--- src/rtl/prco_fetch.sv ---
// Instruction fetch stage: one outstanding word request, a one-entry instruction
// holding register toward decode, and branch redirect with kill of in-flight data.
// Optional halt-opcode support is compiled in with PRCO_FETCH_HALT_EN.
module prco_fetch #(
   parameter logic [15:0] RESET_PC = 16'h0000
) (
   input  logic        i_clk,
   input  logic        i_reset,
   input  logic        i_en,
   input  logic        i_stall,
   input  logic        i_branch,
   input  logic [15:0] i_branch_target,
   output logic        q_mem_req,
   output logic [15:0] q_mem_addr,
   input  logic        i_mem_ack,
   input  logic [15:0] i_mem_data,
   output logic [15:0] q_instr,
   output logic        q_instr_valid,
   output logic [15:0] q_pc,
   output logic        q_halted,
   output logic [1:0]  q_state
);

   // Memory side: q_mem_req/q_mem_addr stay constant from issue until the cycle
   // with i_mem_ack=1. Decode side: an instruction moves when q_instr_valid=1
   // and i_stall=0.
`ifdef PRCO_FETCH_HALT_EN
   typedef enum logic [1:0] {S_IDLE = 2'd0, S_REQ = 2'd1, S_HOLD = 2'd2, S_HALT = 2'd3} state_t;
`else
   typedef enum logic [1:0] {S_IDLE = 2'd0, S_REQ = 2'd1, S_HOLD = 2'd2} state_t;
`endif

   state_t      state_q, state_d;
   logic [15:0] pc_q, pc_d;
   logic        req_q, req_d;
   logic [15:0] addr_q, addr_d;
   logic [15:0] instr_q, instr_d;
   logic        valid_q, valid_d;
   logic [15:0] ipc_q, ipc_d;
   logic        kill_q, kill_d;
   logic [15:0] next_pc;

`ifdef PRCO_FETCH_HALT_EN
   logic halted_q, halted_d;
`endif

   always_comb begin
      state_d = state_q;
      pc_d    = pc_q;
      req_d   = req_q;
      addr_d  = addr_q;
      instr_d = instr_q;
      valid_d = valid_q;
      ipc_d   = ipc_q;
      kill_d  = kill_q;
`ifdef PRCO_FETCH_HALT_EN
      halted_d = halted_q;
`endif
      // A branch in the same cycle always wins as the next fetch address.
      next_pc = i_branch ? i_branch_target : pc_q;

      case (state_q)
         S_IDLE: begin
            pc_d = next_pc;
            if (i_en) begin
               state_d = S_REQ;
               req_d   = 1'b1;
               addr_d  = next_pc;
            end
         end
         S_REQ: begin
            if (i_mem_ack) begin
               if (i_branch || kill_q) begin
                  // Returned word belongs to an abandoned path.
                  kill_d  = 1'b0;
                  valid_d = 1'b0;
                  pc_d    = next_pc;
                  req_d   = i_en;
                  if (i_en) begin
                     state_d = S_REQ;
                     addr_d  = next_pc;
                  end else begin
                     state_d = S_IDLE;
                  end
               end else begin
                  instr_d = i_mem_data;
                  valid_d = 1'b1;
                  ipc_d   = addr_q;
                  pc_d    = addr_q + 16'd1;
                  req_d   = 1'b0;
                  state_d = S_HOLD;
               end
            end else if (i_branch) begin
               kill_d  = 1'b1;
               valid_d = 1'b0;
               pc_d    = i_branch_target;
            end
         end
         S_HOLD: begin
            if (i_branch || !i_stall) begin
               valid_d = 1'b0;
               pc_d    = next_pc;
`ifdef PRCO_FETCH_HALT_EN
               if (!i_branch && instr_q[15:11] == 5'h1F) begin
                  state_d  = S_HALT;
                  halted_d = 1'b1;
                  req_d    = 1'b0;
               end else
`endif
               if (i_en) begin
                  state_d = S_REQ;
                  req_d   = 1'b1;
                  addr_d  = next_pc;
               end else begin
                  state_d = S_IDLE;
                  req_d   = 1'b0;
               end
            end
         end
`ifdef PRCO_FETCH_HALT_EN
         S_HALT: begin
            req_d   = 1'b0;
            valid_d = 1'b0;
         end
`endif
         default: state_d = S_IDLE;
      endcase
   end

   always_ff @(posedge i_clk) begin
      if (i_reset) begin
         state_q <= S_IDLE;
         pc_q    <= RESET_PC;
         req_q   <= 1'b0;
         addr_q  <= RESET_PC;
         instr_q <= 16'h0000;
         valid_q <= 1'b0;
         ipc_q   <= RESET_PC;
         kill_q  <= 1'b0;
`ifdef PRCO_FETCH_HALT_EN
         halted_q <= 1'b0;
`endif
      end else begin
         state_q <= state_d;
         pc_q    <= pc_d;
         req_q   <= req_d;
         addr_q  <= addr_d;
         instr_q <= instr_d;
         valid_q <= valid_d;
         ipc_q   <= ipc_d;
         kill_q  <= kill_d;
`ifdef PRCO_FETCH_HALT_EN
         halted_q <= halted_d;
`endif
      end
   end

   assign q_mem_req     = req_q;
   assign q_mem_addr    = addr_q;
   assign q_instr       = instr_q;
   assign q_instr_valid = valid_q;
   assign q_pc          = ipc_q;
   assign q_state       = state_q;
`ifdef PRCO_FETCH_HALT_EN
   assign q_halted      = halted_q;
`else
   assign q_halted      = 1'b0;
`endif

endmodule

--- config.mk ---
export PLATFORM = sky130hd
export DESIGN_NAME = prco_fetch
export DESIGN_NICKNAME = d
export VERILOG_FILES = /design/src/rtl/prco_fetch.sv
export SDC_FILE = /design/constraint.sdc
export NUM_CORES = 1
export LEC_CHECK = 0
export CAP_MARGIN = 20
export CORE_UTILIZATION = 54
export CTS_BUF_LIST = sky130_fd_sc_hd__clkbuf_4
export CTS_CLUSTER_DIAMETER = 100
export DETAILED_ROUTE_END_ITERATION = 8
export PLACE_DENSITY = 0.88
export SLEW_MARGIN = 40
export SYNTH_ARGS = -nofsm -noshare
export SYNTH_HDL_FRONTEND = slang
export SYNTH_SLANG_ARGS = --single-unit
export TNS_END_PERCENT = 30
--- constraint.sdc ---
create_clock -name i_clk -period 4.37 [get_ports i_clk]
set_clock_uncertainty 0.15 [all_clocks]
set_input_delay 0.437 -clock i_clk [delete_from_list [all_inputs] [get_ports i_clk]]
set_output_delay 0.437 -clock i_clk [all_outputs]
set_load 0.1 [all_outputs]
==> results of run 1 <==
registers in the layout (all words and copies together) (netlist names):
register / flops
q_instr: 16
q_instr_valid: 1
pc_q: 16
q_mem_addr: 16
q_mem_req: 1
q_state: 2
q_pc: 16
kill_q: 1
layout make-up:
cell class                      count  area (sq um)
Multi-Input combinational cell    283          1750
Inverter                           10          37.5
Tap cell                           75          93.8
Sequential cell                    69          1380
Timing Repair Buffer               96           678
Clock inverter                      6          86.3
Fill cell                         502          1820
Clock buffer                       10          75.1
through the flow:
stage / setup WS, ps / power, mW
finish: 1730 / 1.77
global route: 1530 / 1.84
CTS: 1740 / 1.77
detailed placement: 1390 / 1.31
global placement: 1450 / 1.33
floorplan: 1520 / 1.19
cell usage in the layout (no fill, tap or decap), types with 3 or more instances in the layout:
master	instances
o21ai_0	12
buf_2	53
buf_4	7
a21oi_1	39
a211oi_1	13
nand4_1	5
o22ai_1	4
inv_1	10
nand2_1	76
ha_1	6
nand3_1	9
clkbuf_4	10
nor2_1	32
nor4_1	4
xnor2_1	8
mux2i_1	17
o21a_1	3
a211oi_2	14
nor2b_1	4
dfxtp_1	69
nor3_1	6
xor2_1	3
clkdlybuf4s50_1	36
power breakdown:
group / switching, mW / internal, mW
registers: 0.0625 / 0.679
logic: 0.407 / 0.149
clock network: 0.233 / 0.239
critical path, stage by stage, from the launching register on:
cell,delay [ps]
dfxtp_1,440
ha_1,470
nor4bb_4,790
buf_4,370
or4_1,150
o221ai_1,110
worst max-delay path by stage:
stage	cells after the start	slack, ps	start	to
finish	5	1730	q_state[0]$_SDFFE_PP0P_	pc_q[15]$_SDFFE_PP0P_
floorplan	8	1520	q_state[0]$_SDFFE_PP0P_	pc_q[15]$_SDFFE_PP0P_
global route	5	1530	q_state[0]$_SDFFE_PP0P_	pc_q[15]$_SDFFE_PP0P_
global placement	7	1450	i_branch	pc_q[15]$_SDFFE_PP0P_
CTS	6	1740	q_state[0]$_SDFFE_PP0P_	pc_q[15]$_SDFFE_PP0P_
detailed placement	7	1390	i_branch	pc_q[15]$_SDFFE_PP0P_
synthesized netlist by cell type (all sizes together) (5+ instances only):
library cell	instances
nand4	5
ha	6
o21ai	12
clkbuf	22
inv	10
dfxtp	69
a211oi	27
nor3	7
nor2	32
nand2	76
buf	10
mux2i	17
a21oi	39
nand3	9
xnor2	8
per-layer routing:
layer	vias up	global-route usage, %	share of wire [%]
li1	1518	-	-
met1	1426	33.4	42
met2	166	42.6	46
met3	23	7.95	9.3
met4	0	12.5	2.2
met5	-	0	0
kinds of logic after synthesis:
group	count (synthesis)	synth area share (%)
buffers and inverters	42	5.99
adder cells (fa/ha/maj)	6	2.27
other	1	0.114
AND/OR/NAND/NOR	150	20.3
multiplexers	17	5.16
AO/OA/AOI/OAI	98	21.4
flip-flops	69	41.8
XOR/XNOR	11	2.92
==> flow_metrics.py, run 1 <==
metrics = {
    "outcome": {
        "status": "complete, no violations",
    },
    "global_route": {
        "grt_start_max_net_pins": 66,
        "grt_usage_pct": 26.9,
        "first_global_vias": 2930,
        "grt_first_pass_wirelength_mm": 13.4,
        "antenna_found_initial": 0,
        "grt-ovfl-total": 0,
    },
    "detailed_routing": {
        "vias": 3133,
        "wl_per_cell_microns": 15.0,
        "drc": 0,
        "vias_per_cell": 5.71,
        "totalWireLength_mm": 8.22,
        "first_iter_violations": 233,
        "ant_nets": 0,
        "dr.pass1.iters": 4,
    },
    "synthesis": {
        "yosysTopAreaCell": "dfxtp_1",
        "syn_inst": 394,
        "synth_area_per_cell_sq_um": 8.38,
        "syn_area_sq_um": 3300,
        "yosysTopAreaCellShare_pct": 41.8,
        "synth-async-reset-ratio_pct": 0,
        "ys_seq_area_share_pct": 41.8,
        "yosys_warnings": 0,
        "yosys-top-cells-area": "dfxtp_1, nand2_1, a21oi_1, a211oi_2, mux2i_1",
        "yosys_most_used_dff": "dfxtp_1",
        "synth_edf_count": 0,
        "synth_fp_nets": 438,
        "synth_seq_cells": 69,
        "ys_types": 47,
    },
    "timing": {
        "rsz0062_at_grt": "false",
        "hold_slack_ps": 308,
        "slew_headroom_pct": 50.1,
        "setup_tns_ps": 0,
        "finalSetupViolCount": 0,
        "timing.final.crit_share_pct": 60.5,
        "fmax_mhz": 379,
        "min_period_ps": 2640,
        "worstMarginPinSlew_ps": 748,
        "final_max_slew_viol_count": 0,
        "hold_viol": 0,
    },
    "setup_path": {
        "worstPathRequired_ps": 4490,
        "reg2reg_to": "pc_q[15]$_SDFFE_PP0P_",
        "crit_fanout": 22,
        "regToRegStartpoint": "q_state[0]$_SDFFE_PP0P_",
        "cp-end-kind": "flip-flop",
        "rr_worst_depth": 5,
        "critical_path_arrival_ps": 2760,
        "worstSetupStartpointType": "flip-flop",
        "ff2ff_setup_slack_ps": 1730,
        "critPathKind": "reg -> reg",
    },
    "worst_hold_path": {
        "whs_endpoint": "q_instr[15]$_SDFFE_PP0P_",
        "hp-start": "q_instr[15]$_SDFFE_PP0P_",
        "hold_depth": 2,
        "holdCritPathClass": "reg -> reg",
    },
    "cts": {
        "path_clk_slew_ps": 110,
        "htree_levels": 3,
        "clock_path_buffers": 2,
        "cts.repair.resized": 0,
        "cts_hold_buf": 0,
        "root_buffer": "clkbuf_4",
        "cts_tree": "built",
        "clock_latency_ps": 410,
        "clkSinkCount": 69,
        "cts_buffers": 9,
        "post_cts_buffers": 0,
    },
    "layout": {
        "final_area_sq_um": 4100,
        "drive_gt1_share_pct": 20.0,
        "final_util_pct": 69.2,
        "stdcell_count": 549,
        "antennaDiodeCount": 0,
        "num-nets-final": 513,
        "syn_to_final_growth_pct": 24.2,
    },
    "floorplanning": {
        "ios": 91,
        "start_util_pct": 55.7,
        "fp.dieW_microns": 80.2,
        "core-area_sq_um": 5920,
        "die-area_sq_um": 6430,
        "rows": 28,
        "fp.dieH_microns": 80.2,
    },
    "flow_run": {
        "cap_violations": 0,
    },
    "place": {
        "post-dp-hpwl_mm": 5.63,
        "place_area_sq_um": 3930,
        "dpl.cell_count": 533,
        "gp_congestion": 0.870,
        "numPortBuffers": 89,
    },
    "power": {
        "p_leak_nw": 1.64,
        "peakVddDrop_mv": 0.279,
        "power.density_nw_per_um2": 432,
    },
}
Note: power is estimated with default switching activity, not from simulation.
==> run 2, diff against run 1 <==
--- a/config.mk
+++ b/config.mk
@@ -6,11 +6,11 @@
 export NUM_CORES = 1
 export LEC_CHECK = 0
 export CAP_MARGIN = 20
-export CORE_UTILIZATION = 54
+export CORE_UTILIZATION = 45
 export CTS_BUF_LIST = sky130_fd_sc_hd__clkbuf_4
 export CTS_CLUSTER_DIAMETER = 100
 export DETAILED_ROUTE_END_ITERATION = 8
-export PLACE_DENSITY = 0.88
+export PLACE_DENSITY = 0.79
 export SLEW_MARGIN = 40
 export SYNTH_ARGS = -nofsm -noshare
 export SYNTH_HDL_FRONTEND = slang
==> constraint.sdc (replaced) <==
create_clock -name i_clk -period 2.1 [get_ports i_clk]
set_clock_uncertainty 0.15 [all_clocks]
set_input_delay 0.21 -clock i_clk [delete_from_list [all_inputs] [get_ports i_clk]]
set_output_delay 0.21 -clock i_clk [all_outputs]
set_load 0.1 [all_outputs]
==> flow_metrics.py, run 2 (synthesized netlist as in run 1, its figures left out) <==
metrics = {
    "layout": {
        "multi_input_comb_area_sq_um": 1760,
        "drive_gt1_share_pct": 26.4,
        "final_cell_mix": "buf_4, nand2_1, dfxtp_1, a21oi_1, clkdlybuf4s50_1",
        "seq_area_sq_um": 1400,
        "fill_cells": 613,
        "syn_to_final_growth_pct": 34.6,
        "stdcell_count": 592,
        "final_util_pct": 64.0,
        "antennaDiodeCount": 0,
        "num-nets-final": 535,
        "layout_commonest_cell": "buf_4",
    },
    "setup_path": {
        "worstSetupStartpointType": "flip-flop",
        "cp-startpoint": "q_state[0]$_SDFFE_PP0P_",
        "critPathKind": "reg -> reg",
        "slowest_stage": "or3_1",
        "cpPeakStageDelay_ps": 440,
        "cp_top_family": "simple AND/OR/NAND/NOR gates",
        "worstPathBufferInverterCount": 1,
        "worstPathRequired_ps": 2280,
        "regToRegStartpoint": "q_state[0]$_SDFFE_PP0P_",
        "crit_fanout": 7,
        "crit_chain": "inv_2 > ha_2 > and3b_1 > or3_1 > a211o_1 > a21oi_1",
        "critical_path_arrival_ps": 2200,
        "cp-end-kind": "flip-flop",
    },
    "detailed_routing": {
        "vias_per_cell": 5.44,
        "ant_nets": 0,
        "first_iter_violations": 145,
        "totalWireLength_mm": 8.77,
        "dr.pass1.iters": 5,
        "drc": 0,
        "wl_per_cell_microns": 14.8,
        "vias": 3222,
    },
    "cts": {
        "cts_buffers": 9,
        "root_buffer": "clkbuf_4",
        "clock_latency_ps": 410,
        "clock_path_buffers": 2,
        "cts_tree": "built",
        "post_cts_buffers": 0,
        "clkSinkCount": 69,
        "path_clk_slew_ps": 110,
        "htree_levels": 3,
    },
    "global_route": {
        "grt.busiest_layer": "met2",
        "met3_usage_pct": 7.26,
        "antenna_found_initial": 0,
        "grt_usage_pct": 23.7,
        "grt_first_pass_wirelength_mm": 14.3,
        "grt_use_met2_pct": 40.0,
        "first_global_vias": 3141,
        "grt_start_max_net_pins": 36,
        "grt-ovfl-total": 0,
        "gr-usage-met1_pct": 28.5,
    },
    "place": {
        "gp_congestion": 0.853,
        "dpl.cell_count": 575,
        "post-dp-hpwl_mm": 6.28,
        "numPortBuffers": 89,
    },
    "floorplanning": {
        "fp.dieH_microns": 87.6,
        "rows": 30,
        "core-area_sq_um": 6940,
        "die-area_sq_um": 7680,
        "start_util_pct": 47.5,
        "fp.dieW_microns": 87.6,
        "ios": 91,
    },
    "timing": {
        "fmax_mhz": 496,
        "timing.final.crit_share_pct": 96.1,
        "final_max_slew_viol_count": 0,
        "rsz0062_at_grt": "true",
        "hold_viol": 0,
        "finalSetupViolCount": 0,
        "min_period_ps": 2020,
    },
    "power": {
        "power.density_nw_per_um2": 826,
        "peakVddDrop_mv": 0.479,
        "p_leak_nw": 1.75,
        "power_mw": 3.67,
    },
    "flow_run": {
        "cap_violations": 0,
    },
    "worst_hold_path": {
        "holdCritPathClass": "in -> reg",
        "hp-start": "i_mem_data[4]",
    },
    "outcome": {
        "status": "complete, no violations",
    },
}
## run 2: layer usage
metal	part of all wire, %	vias to the layer above
met4	1.2	0
met3	7.1	14
met2	49	127
met1	43	1517
met5	0	-
li1	-	1564
## run 2: final cells by class
type	instances	share of cell area (%)
multi-input cells	283	39.7
flip-flops and latches	69	31.6
repair buffers	118	22.3
well taps	96	2.70
clock buffers	9	1.52
clock inverters	7	1.44
inverters	10	0.845
## run 2: stage by stage
stage          setup slack [ps]  area, sq um  hold slack [ps]  TNS, ps
6_report                   82.2         4440              197        0
5_1_grt                   -9.49         4440              177    -21.9
4_1_cts                    87.4         4430              163        0
3_5_place_dp              -37.4         4280              297     -217
3_3_place_gp               17.2         4280              294        0
2_1_floorplan              -119         3330              156     -333
## run 2: tightest hold or removal path, stage by stage
cell,delay (ps)
clkdlybuf4s50_1,400
nand2_1,60
a21oi_1,50
## run 2: worst paths after layout
kind	to	slack (ps)	cells after the start
setup / recovery	q_state[0]$_SDFFE_PP0P_	80	6
hold / removal	q_instr[4]$_SDFFE_PP0P_	200	3
setup reg to reg	q_state[0]$_SDFFE_PP0P_	80	6
hold reg to reg	q_instr[13]$_SDFFE_PP0P_	310	2
## run 2: repair_timing
action,4_1_cts,5_1_grt
hold buffers,1,0
gates resized for setup,1,2
cloned,0,0
endpoints found under the setup margin,2,5
endpoints found under the hold margin,2,0
## run 2: where the power goes
part	internal, mW	switching (mW)	total (mW)
clock	0.358	0.492	0.851
sequential	1.42	0.130	1.55
combinational	0.404	0.864	1.27
total	2.18	1.49	3.67
